<file path="config.mk">
export PLATFORM = sky130hd
export DESIGN_NAME = chopper_timers_flat
export DESIGN_NICKNAME = d
export VERILOG_FILES = /design/src/rtl/chopper_pkg.sv /design/src/rtl/chopper_timers_if.sv /design/src/rtl/chopper_channel.sv /design/src/rtl/chopper_timers.sv /design/src/flat_wrapper.sv
export SDC_FILE = /design/constraint.sdc
export NUM_CORES = 1
export LEC_CHECK = 0
export ABC_AREA = 1
export CORE_MARGIN = 1
export CORE_UTILIZATION = 38
export DETAILED_ROUTE_END_ITERATION = 10
export PLACE_DENSITY_LB_ADDON = 0.15
export SYNTH_ARGS = -nofsm -noshare
export SYNTH_HDL_FRONTEND = slang
export SYNTH_HIERARCHICAL = 1
export SYNTH_SLANG_ARGS = --single-unit
</file>
<file path="constraint.sdc">
create_clock -name clk -period 1.75 [get_ports clk]
set_clock_uncertainty 0.05 [all_clocks]
set_input_delay 0.2625 -clock clk [delete_from_list [all_inputs] [get_ports clk]]
set_output_delay 0.2625 -clock clk [all_outputs]
set_load 0.1 [all_outputs]
</file>
<file path="src/rtl/chopper_pkg.sv">
// Shared widths and channel state encoding for the chopper timing stage.
package chopper_pkg;

   localparam int OFF_W   = 10;
   localparam int BLANK_W = 8;
   localparam int MINON_W = 8;

   typedef enum logic [1:0] {
      ST_ON    = 2'd0,
      ST_OFF   = 2'd1,
      ST_BLANK = 2'd2
   } chop_state_e;

endpackage

</file>
<file path="src/rtl/chopper_timers_if.sv">
// Control/config/timer bundle between microstepper_control and chopper_timers.
// Carries config_prescale only when CHOPPER_PRESCALER_EN is defined.
interface chopper_timers_if #(
   parameter int OFF_W   = chopper_pkg::OFF_W,
   parameter int BLANK_W = chopper_pkg::BLANK_W,
   parameter int MINON_W = chopper_pkg::MINON_W
);
   logic               enable;
   logic               offtimer_en0;
   logic               offtimer_en1;
   logic               s1;
   logic               s2;
   logic               s3;
   logic               s4;
   logic [OFF_W-1:0]   config_offtime;
   logic [BLANK_W-1:0] config_blanktime;
   logic [MINON_W-1:0] config_minimum_on_time;
`ifdef CHOPPER_PRESCALER_EN
   logic [7:0]         config_prescale;
`endif
   logic [OFF_W-1:0]   off_timer0;
   logic [OFF_W-1:0]   off_timer1;
   logic [BLANK_W-1:0] blank_timer0;
   logic [BLANK_W-1:0] blank_timer1;
   logic [MINON_W-1:0] minimum_on_timer0;
   logic [MINON_W-1:0] minimum_on_timer1;

   modport master (
      output enable, offtimer_en0, offtimer_en1, s1, s2, s3, s4,
             config_offtime, config_blanktime, config_minimum_on_time,
`ifdef CHOPPER_PRESCALER_EN
             config_prescale,
`endif
      input  off_timer0, off_timer1, blank_timer0, blank_timer1,
             minimum_on_timer0, minimum_on_timer1
   );

   modport slave (
      input  enable, offtimer_en0, offtimer_en1, s1, s2, s3, s4,
             config_offtime, config_blanktime, config_minimum_on_time,
`ifdef CHOPPER_PRESCALER_EN
             config_prescale,
`endif
      output off_timer0, off_timer1, blank_timer0, blank_timer1,
             minimum_on_timer0, minimum_on_timer1
   );

endinterface

</file>
<file path="src/rtl/chopper_channel.sv">
// One bridge channel: ON/OFF/BLANK FSM, off/blank/minimum-on timers and
// commutation detection on the channel's step pair.
module chopper_channel
   import chopper_pkg::*;
#(
   parameter int OffW   = OFF_W,
   parameter int BlankW = BLANK_W,
   parameter int MinOnW = MINON_W
) (
   input  logic              clk,
   input  logic              resetn,
   input  logic              enable_i,
   input  logic              tick_i,
   input  logic              offEn_i,
   input  logic [1:0]        step_i,
   input  logic [OffW-1:0]   cfgOff_i,
   input  logic [BlankW-1:0] cfgBlank_i,
   input  logic [MinOnW-1:0] cfgMinOn_i,
   output logic [OffW-1:0]   offTimer_o,
   output logic [BlankW-1:0] blankTimer_o,
   output logic [MinOnW-1:0] minOnTimer_o
);

   chop_state_e       state_q, state_d;
   logic [1:0]        step_q, step_d;
   logic [OffW-1:0]   off_q, off_d;
   logic [BlankW-1:0] blank_q, blank_d;
   logic [MinOnW-1:0] minOn_q, minOn_d;
   logic              commutation;

   assign commutation = (step_i != step_q);

   always_ff @(posedge clk or negedge resetn) begin
      if (!resetn) begin
         state_q <= ST_ON;
         step_q  <= 2'b00;
         off_q   <= '0;
         blank_q <= '0;
         minOn_q <= '0;
      end else begin
         state_q <= state_d;
         step_q  <= step_d;
         off_q   <= off_d;
         blank_q <= blank_d;
         minOn_q <= minOn_d;
      end
   end

   // The step pair is tracked even while disabled so re-enabling cannot
   // look like a commutation.
   always_comb begin
      state_d = state_q;
      step_d  = step_i;
      off_d   = off_q;
      blank_d = blank_q;
      minOn_d = minOn_q;

      if (!enable_i) begin
         state_d = ST_ON;
         off_d   = '0;
         blank_d = '0;
         minOn_d = '0;
      end else if (commutation) begin
         state_d = ST_BLANK;
         off_d   = '0;
         blank_d = cfgBlank_i;
         minOn_d = cfgMinOn_i;
      end else begin
         if (tick_i && (minOn_q != '0)) begin
            minOn_d = minOn_q - MinOnW'(1);
         end
         unique case (state_q)
            ST_ON: begin
               if (offEn_i) begin
                  off_d = cfgOff_i;
                  if (cfgOff_i != '0) begin
                     state_d = ST_OFF;
                  end
               end
            end
            ST_OFF: begin
               if (tick_i) begin
                  if (off_q > OffW'(1)) begin
                     off_d = off_q - OffW'(1);
                  end else begin
                     off_d   = '0;
                     blank_d = cfgBlank_i;
                     minOn_d = cfgMinOn_i;
                     state_d = ST_BLANK;
                  end
               end
            end
            ST_BLANK: begin
               // A zero blanking reload falls straight through to ON.
               if (blank_q == '0) begin
                  state_d = ST_ON;
               end else if (tick_i) begin
                  blank_d = blank_q - BlankW'(1);
                  if (blank_q == BlankW'(1)) begin
                     state_d = ST_ON;
                  end
               end
            end
            default: state_d = ST_ON;
         endcase
      end
   end

   assign offTimer_o   = off_q;
   assign blankTimer_o = blank_q;
   assign minOnTimer_o = minOn_q;

endmodule

</file>
<file path="src/rtl/chopper_timers.sv">
// Two-channel fixed-off-time chopper timing stage with optional shared tick
// prescaler (enabled by defining CHOPPER_PRESCALER_EN).
module chopper_timers #(
   parameter int OFF_W   = chopper_pkg::OFF_W,
   parameter int BLANK_W = chopper_pkg::BLANK_W,
   parameter int MINON_W = chopper_pkg::MINON_W
) (
   input logic             clk,
   input logic             resetn,
   chopper_timers_if.slave bus
);

   logic tick;

`ifdef CHOPPER_PRESCALER_EN
   logic [7:0] div_q, div_d;
   logic [7:0] prescale_q;
   logic       prescaleChanged;

   always_ff @(posedge clk or negedge resetn) begin
      if (!resetn) begin
         div_q      <= '0;
         prescale_q <= '0;
      end else begin
         div_q      <= div_d;
         prescale_q <= bus.config_prescale;
      end
   end

   // A new divide ratio restarts the count from zero without ticking.
   always_comb begin
      prescaleChanged = (bus.config_prescale != prescale_q);
      tick            = !prescaleChanged && (div_q == bus.config_prescale);
      div_d           = div_q + 8'd1;
      if (prescaleChanged || tick) begin
         div_d = '0;
      end
   end
`else
   assign tick = 1'b1;
`endif

   chopper_channel #(
      .OffW   (OFF_W),
      .BlankW (BLANK_W),
      .MinOnW (MINON_W)
   ) u_ch0 (
      .clk          (clk),
      .resetn       (resetn),
      .enable_i     (bus.enable),
      .tick_i       (tick),
      .offEn_i      (bus.offtimer_en0),
      .step_i       ({bus.s1, bus.s2}),
      .cfgOff_i     (bus.config_offtime),
      .cfgBlank_i   (bus.config_blanktime),
      .cfgMinOn_i   (bus.config_minimum_on_time),
      .offTimer_o   (bus.off_timer0),
      .blankTimer_o (bus.blank_timer0),
      .minOnTimer_o (bus.minimum_on_timer0)
   );

   chopper_channel #(
      .OffW   (OFF_W),
      .BlankW (BLANK_W),
      .MinOnW (MINON_W)
   ) u_ch1 (
      .clk          (clk),
      .resetn       (resetn),
      .enable_i     (bus.enable),
      .tick_i       (tick),
      .offEn_i      (bus.offtimer_en1),
      .step_i       ({bus.s3, bus.s4}),
      .cfgOff_i     (bus.config_offtime),
      .cfgBlank_i   (bus.config_blanktime),
      .cfgMinOn_i   (bus.config_minimum_on_time),
      .offTimer_o   (bus.off_timer1),
      .blankTimer_o (bus.blank_timer1),
      .minOnTimer_o (bus.minimum_on_timer1)
   );

endmodule

</file>
<file path="src/flat_wrapper.sv">
// flat-port wrapper written by rule: the top's interface ports become plain ports
module chopper_timers_flat 
#(
   parameter int OFF_W   = chopper_pkg::OFF_W,
   parameter int BLANK_W = chopper_pkg::BLANK_W,
   parameter int MINON_W = chopper_pkg::MINON_W
)
  (clk, resetn, bus_enable, bus_offtimer_en0, bus_offtimer_en1, bus_s1, bus_s2, bus_s3, bus_s4, bus_config_offtime, bus_config_blanktime, bus_config_minimum_on_time, bus_off_timer0, bus_off_timer1, bus_blank_timer0, bus_blank_timer1, bus_minimum_on_timer0, bus_minimum_on_timer1);
  chopper_timers_if #(.OFF_W(OFF_W), .BLANK_W(BLANK_W), .MINON_W(MINON_W)) bus_i ();
  input logic clk;
  input logic resetn;
  input wire logic [$bits(bus_i.enable)-1:0] bus_enable;
  input wire logic [$bits(bus_i.offtimer_en0)-1:0] bus_offtimer_en0;
  input wire logic [$bits(bus_i.offtimer_en1)-1:0] bus_offtimer_en1;
  input wire logic [$bits(bus_i.s1)-1:0] bus_s1;
  input wire logic [$bits(bus_i.s2)-1:0] bus_s2;
  input wire logic [$bits(bus_i.s3)-1:0] bus_s3;
  input wire logic [$bits(bus_i.s4)-1:0] bus_s4;
  input wire logic [$bits(bus_i.config_offtime)-1:0] bus_config_offtime;
  input wire logic [$bits(bus_i.config_blanktime)-1:0] bus_config_blanktime;
  input wire logic [$bits(bus_i.config_minimum_on_time)-1:0] bus_config_minimum_on_time;
  output wire logic [$bits(bus_i.off_timer0)-1:0] bus_off_timer0;
  output wire logic [$bits(bus_i.off_timer1)-1:0] bus_off_timer1;
  output wire logic [$bits(bus_i.blank_timer0)-1:0] bus_blank_timer0;
  output wire logic [$bits(bus_i.blank_timer1)-1:0] bus_blank_timer1;
  output wire logic [$bits(bus_i.minimum_on_timer0)-1:0] bus_minimum_on_timer0;
  output wire logic [$bits(bus_i.minimum_on_timer1)-1:0] bus_minimum_on_timer1;
  assign bus_i.enable = bus_enable;
  assign bus_i.offtimer_en0 = bus_offtimer_en0;
  assign bus_i.offtimer_en1 = bus_offtimer_en1;
  assign bus_i.s1 = bus_s1;
  assign bus_i.s2 = bus_s2;
  assign bus_i.s3 = bus_s3;
  assign bus_i.s4 = bus_s4;
  assign bus_i.config_offtime = bus_config_offtime;
  assign bus_i.config_blanktime = bus_config_blanktime;
  assign bus_i.config_minimum_on_time = bus_config_minimum_on_time;
  assign bus_off_timer0 = bus_i.off_timer0;
  assign bus_off_timer1 = bus_i.off_timer1;
  assign bus_blank_timer0 = bus_i.blank_timer0;
  assign bus_blank_timer1 = bus_i.blank_timer1;
  assign bus_minimum_on_timer0 = bus_i.minimum_on_timer0;
  assign bus_minimum_on_timer1 = bus_i.minimum_on_timer1;
  chopper_timers #(.OFF_W(OFF_W), .BLANK_W(BLANK_W), .MINON_W(MINON_W)) u_core (.clk(clk), .resetn(resetn), .bus(bus_i));
endmodule
</file>
==> results of run 1 <==
## flip-flops by register name (all words and copies together) (netlist names)
signal                     cells
u_core/u_ch1/offTimer_o       10
u_core/u_ch1/blankTimer_o      8
u_core/u_ch0/minOnTimer_o      8
u_core/u_ch1/state_q           2
u_core/u_ch1/minOnTimer_o      8
u_core/u_ch0/step_q            2
u_core/u_ch0/blankTimer_o      8
u_core/u_ch0/state_q           2
u_core/u_ch1/step_q            2
u_core/u_ch0/offTimer_o       10
## worst register-to-register path: stages, from the launching register on
cell     delay, ns
dfrtp_4       0.50
inv_4         0.08
ha_4          0.14
o21ai_0       0.11
o21ai_2       0.19
nand2_1       0.15
nand2_2       0.17
nand2_4       0.11
nand2_1       0.08
nand2_1       0.06
## worst paths after layout
| check | depth (start not counted) | slack, ns | endpoint | start |
|---|---|---|---|---|
| max reg2reg | 9 | -0.01 | u_core/u_ch0/blankTimer_o[0]$_DFFE_PN0P_ | u_core/u_ch0/offTimer_o[0]$_DFFE_PN0P_ |
| min | 2 | 0.37 | u_core/u_ch0/minOnTimer_o[7]$_DFF_PN0_ | resetn |
| min reg2reg | 2 | 0.47 | u_core/u_ch1/state_q[0]$_DFFE_PN0P_ | u_core/u_ch1/state_q[0]$_DFFE_PN0P_ |
| min in group clk | 1 | 0.38 | u_core/u_ch0/step_q[1]$_DFF_PN0_ | bus_s1 |
| max | 9 | -0.01 | u_core/u_ch0/blankTimer_o[0]$_DFFE_PN0P_ | u_core/u_ch0/offTimer_o[0]$_DFFE_PN0P_ |
| max in group asynchronous | 3 | 0.76 | u_core/u_ch1/blankTimer_o[1]$_DFFE_PN0P_ | resetn |
## kinds of logic (layout without fill, tap and decap cells)
logic type                 after synthesis  in the layout  synth area share
and+or+nand+nor                        449            450             0.395
buffers and inverters                  109            270            0.0915
AOI/OAI and AO/OA                       80             80             0.100
DFF                                     60             60             0.307
xor gates and xnor gates                25             25            0.0501
adders and majority gates               22             22            0.0563
other                                    1              8          0.000766
## stage by stage
| stage | instances | hold WS [ns] | area [µm²] |
|---|---|---|---|
| 2_1_floorplan | 753 | -0.0831 | 5050 |
| 3_3_place_gp | 1063 | 0.196 | 7070 |
| 3_5_place_dp | 1063 | 0.192 | 7070 |
| 4_1_cts | 1080 | 0.376 | 7400 |
| 5_1_grt | 1087 | 0.409 | 7580 |
| 6_report | 1087 | 0.374 | 7580 |
## cell usage after synthesis, drive strengths merged, types with 4 or more instances
cell type	count
nand4	7
nand3	53
o21ai	53
a21oi	19
inv	99
nor2	107
buf	7
dfrtp	60
xnor2	9
ha	22
nand2	274
o21bai	4
xor2	16
## power by group
| group | leakage, nW | switching (mW) | total, mW | internal (mW) |
|---|---|---|---|---|
| logic | 3.04 | 1.59 | 2.53 | 0.938 |
| registers | 0.710 | 0.142 | 1.66 | 1.52 |
| clock network | 0.159 | 0.645 | 1.92 | 1.28 |
## repair_timing
| action | in CTS | in global routing |
|---|---|---|
| pin swaps | 0 | 8 |
| gates cloned | 0 | 2 |
| resized for setup | 4 | 42 |
| hold buffers | 1 | 0 |
| buffers inserted | 0 | 5 |
| endpoints found under the hold margin | 14 | 0 |
| endpoints found under the setup margin | 23 | 49 |
## routing by layer
layer  track usage  share of wire
met2         0.390           0.51
met4         0.106          0.021
met1         0.270           0.43
met5             0              0
met3        0.0282          0.040
## final cells by class
| type | count | area share |
|---|---|---|
| clock inverter | 5 | 0.00990 |
| inverter | 99 | 0.0520 |
| multi-input combinational | 585 | 0.411 |
| clock buffer | 11 | 0.0320 |
| timing repair buffer | 155 | 0.257 |
| tap | 172 | 0.0284 |
| sequential | 60 | 0.210 |
==> impl_metrics.toml, run 1 <==
[synthesis]
synth_top_area_share = 0.307
synth-seq-cells = 60
synth_top_area_cell = "dfrtp_1"
synthDistinctLibCells = 39
avgSynthCellArea_um2 = 6.56
ys_seq_area_frac = 0.307
synth_edf_count = 0
synth_flop_cell = "dfrtp_1"
async_flop_share = 1.00
syn-instance-count = 746
yosysWarnings = 6
synth_area_mm2 = 0.00489
ys_top_cells_by_area = "dfrtp_1, nand2_1, nor2_1"

[layout]
final_common_cell = "nand2_1"
finish.utilization = 0.603
layout_common_cells = "nand2_1, nor2_1, inv_1"
multi_input_area_mm2 = 0.00312
diodes = 0
area_growth_pct = 55.0
fillers = 1144
seq_area_mm2 = 0.00160
fin_nets = 967
drive_gt1_frac = 0.304

[routing]
wire_per_inst_um = 13.4
first_pass_iters = 5
via_count = 5258
antenna_left = 0
via_per_inst = 4.84
drc = 0
drt_iter0_drc = 323
routed_wl_um = 14500

[sta]
final_max_slew_viol_count = 0
min_period_ns = 1.76
fin_crit_sh = 1.01
tns_ns = -0.0132
rsz0062_at_grt = "yes"
fmax_mhz = 567
finalHoldViolCount = 0
layout_setup_ws_ns = -0.0132
setup_violations = 1

[critical_path]
cpLargestDelayFamily = "simple AND/OR/NAND/NOR gates"
critPathLaunchType = "register"
critPathCaptureType = "register"
slowest_delay_ns = 0.50
cp_slowest_cell = "dfrtp_4"
crit_top_cell = "nand2_1"
crit_buf_inv = 1
crit_arrival_ns = 1.93
cp_max_fo = 8
required_ns = 1.91
path_cells = "inv_4 > ha_4 > o21ai_0 > o21ai_2 > nand2_1 > nand2_2 > nand2_4 > nand2_1 > nand2_1"
path_class = "reg -> reg"

[floorplan]
dieHeight_um = 115
core_mm2 = 0.0126
rows = 41
dieArea_mm2 = 0.0133
ioPinCount = 87
start_util = 0.389
die_w_um = 115

[global_route]
grt_overflow = 0
grt_max_degree = 24
grt_util_all_layers = 0.222
grt_pass1_wl_um = 23100
grt_pass1_vias = 5052
antenna_found_initial = 0

[clock_network]
htreeDepth = 3
root_buffer = "clkbuf_16"
clockBufferDepth = 2
numCtsBuffers = 9
clk_latency_ns = 0.33
cts_tree = "done"
path_clk_slew_ns = 0.05
cts.sinks = 60

[placement]
place_worst_setup_slack_ns = -0.175
portBuffers = 86
dp_hpwl_um = 11000
gp_congestion = 0.864

[power_and_ir_drop]
power.density_mw_per_mm2 = 806
total_power_mw = 6.11
leakage_nw = 3.91
peakVddDrop_uv = 420

[flow_run]
drv_cap = 0

[outcome]
violations = "setup timing"
status = "complete, but fails checks"

[min_path]
hold_class = "in -> async"
(Power assumes the default switching activity.)
==> run 2: changes to the inputs <==
Settings changed: CELL_PAD_IN_SITES_DETAIL_PLACEMENT from default to 1, CELL_PAD_IN_SITES_GLOBAL_PLACEMENT from default to 2, CORE_UTILIZATION 38 to 29, SLEW_MARGIN from default to 20.
==> run 2 against run 1 <==
  * The flow now finishes without violations
  * Flip-flop and latch count stayed put
  * Clock power is 4% lower
  * Clock-buffer cell count stayed put
  * Global-route usage is 2.3 points lower
  * Non-clock buffer count is 23 higher
  * Cell count is 6.5% higher
  * First-iteration DRC count is 65% lower
  * Highest routed layer unchanged
==> impl_metrics.toml, run 2 (same netlist as run 1, synthesis figures left out) <==
[power_and_ir_drop]
leakage_nw = 4.01
power.density_mw_per_mm2 = 781
peakVddDrop_uv = 529

[routing]
wire_per_inst_um = 14.5
first_pass_iters = 4
antenna_left = 0
drc = 0
via_count = 5332
drt_iter0_drc = 112
routed_wl_um = 16800
via_per_inst = 4.60

[global_route]
grt_pass1_vias = 5729
grt_pass1_wl_um = 27900
grt_max_degree = 61
grt_util_all_layers = 0.199
grt_overflow = 0
antenna_found_initial = 0

[layout]
drive_gt1_frac = 0.337
diodes = 0
fillers = 2059
design_area_mm2 = 0.00791
final_cells = 1158
final_common_cell = "nand2_1"
area_growth_pct = 61.7
fin_nets = 990
layout_common_cells = "nand2_1, nor2_1, buf_4"

[clock_network]
clk_latency_ns = 0.35
numCtsBuffers = 9
htreeDepth = 3
cts.sinks = 60
clockBufferDepth = 2
cts_tree = "done"
root_buffer = "clkbuf_16"
path_clk_slew_ns = 0.06

[critical_path]
cp_slowest_cell = "dfrtp_1"
slowest_delay_ns = 0.40
crit_arrival_ns = 1.96
critPathLaunchType = "register"
critPathCaptureType = "register"
cp_max_fo = 10
required_ns = 1.98
path_cells = "inv_2 > ha_2 > inv_1 > nor2_2 > a21oi_1 > buf_4 > o31ai_4 > buf_12 > nand2_1 > nand2_1"
path_class = "reg -> reg"
crit_top_cell = "nand2_1"

[placement]
portBuffers = 86
place_inst = 1131
dp_hpwl_um = 13200
placed_area_mm2 = 0.00729
place_worst_setup_slack_ns = -0.241
gp_congestion = 0.823

[floorplan]
rows = 47
dieArea_mm2 = 0.0174
dieHeight_um = 132
start_util = 0.296
ioPinCount = 87
die_w_um = 132
core_mm2 = 0.0165

[sta]
rsz0062_at_grt = "yes"
setup_violations = 0
layout_setup_ws_ns = 0.0169
fin_crit_sh = 0.990
finalHoldViolCount = 0
min_period_ns = 1.73
tns_ns = 0
fmax_mhz = 577
final_max_slew_viol_count = 0

[flow_run]
drv_cap = 0

[min_path]
hold_class = "in -> reg"

[outcome]
status = "complete, no violations"
[run 2: power by group]
| group | switching, mW | total [mW] | internal [mW] |
|---|---|---|---|
| sequential | 0.132 | 1.65 | 1.52 |
| combinational | 1.66 | 2.68 | 1.02 |
| clock | 0.701 | 1.85 | 1.15 |
| total | 2.50 | 6.18 | 3.68 |
[run 2: layer usage]
| metal | GRT usage | wire [µm] | share of wire | vias up |
|---|---|---|---|---|
| li1 | - | - | - | 2683 |
| met1 | 0.232 | 7300 | 0.43 | 2568 |
| met2 | 0.369 | 8870 | 0.53 | 65 |
| met3 | 0.0396 | 445 | 0.027 | 16 |
| met4 | 0.0504 | 178 | 0.011 | 0 |
| met5 | 0 | 0 | 0 | - |
[run 2: cell type report]
| type | count | area (µm²) | share of cell area |
|---|---|---|---|
| inverters | 99 | 393 | 0.0497 |
| repair buffers | 178 | 2130 | 0.269 |
| well taps | 220 | 275 | 0.0348 |
| multi-input cells | 584 | 3210 | 0.406 |
| repair inverters | 1 | 7.51 | 0.000949 |
| clock inverters | 5 | 60.1 | 0.00759 |
| flip-flops and latches | 60 | 1600 | 0.202 |
| clock buffers | 11 | 243 | 0.0307 |
[run 2: worst max-delay path, delay by kind of cell, from the launching register on]
family / cells / cell delay, ns
flip-flops: 1 / 0.40
buffers and inverters: 4 / 0.46
AO/OA/AOI/OAI: 2 / 0.33
AND/OR/NAND/NOR: 3 / 0.23
adder cells (fa/ha/maj): 1 / 0.19
[run 2: per-stage QoR]
stage	total power, mW	hold slack [ns]	util
floorplan	3.20	-0.0831	-
global placement	4.19	0.260	0.441
detailed placement	4.24	0.261	0.441
CTS	6.15	0.361	0.462
global route	6.50	0.364	0.479
finish	6.18	0.364	0.479
[run 2: repair_timing]
item,4_1_cts,5_1_grt
resized for setup,16,51
setup buffers,0,9
hold buffers,1,0
gates cloned,0,2
hold endpoints to repair,60,0
pin swaps,0,11
endpoints found under the setup margin,42,54
[run 2: path summary, 6_finish.rpt]
path,startpoint,to,slack (ns),cells past startpoint
setup / recovery,u_core/u_ch1/state_q[1]$_DFFE_PN0P_,u_core/u_ch1/offTimer_o[1]$_DFFE_PN0P_,0.02,10
hold / removal,bus_s3,u_core/u_ch1/step_q[1]$_DFF_PN0_,0.36,1
setup reg to reg,u_core/u_ch1/state_q[1]$_DFFE_PN0P_,u_core/u_ch1/offTimer_o[1]$_DFFE_PN0P_,0.02,10
hold reg to reg,u_core/u_ch1/state_q[0]$_DFFE_PN0P_,u_core/u_ch1/state_q[0]$_DFFE_PN0P_,0.46,2
max in group asynchronous,resetn,u_core/u_ch1/minOnTimer_o[1]$_DFF_PN0_,0.89,3
min in group asynchronous,resetn,u_core/u_ch0/minOnTimer_o[7]$_DFF_PN0_,0.42,3
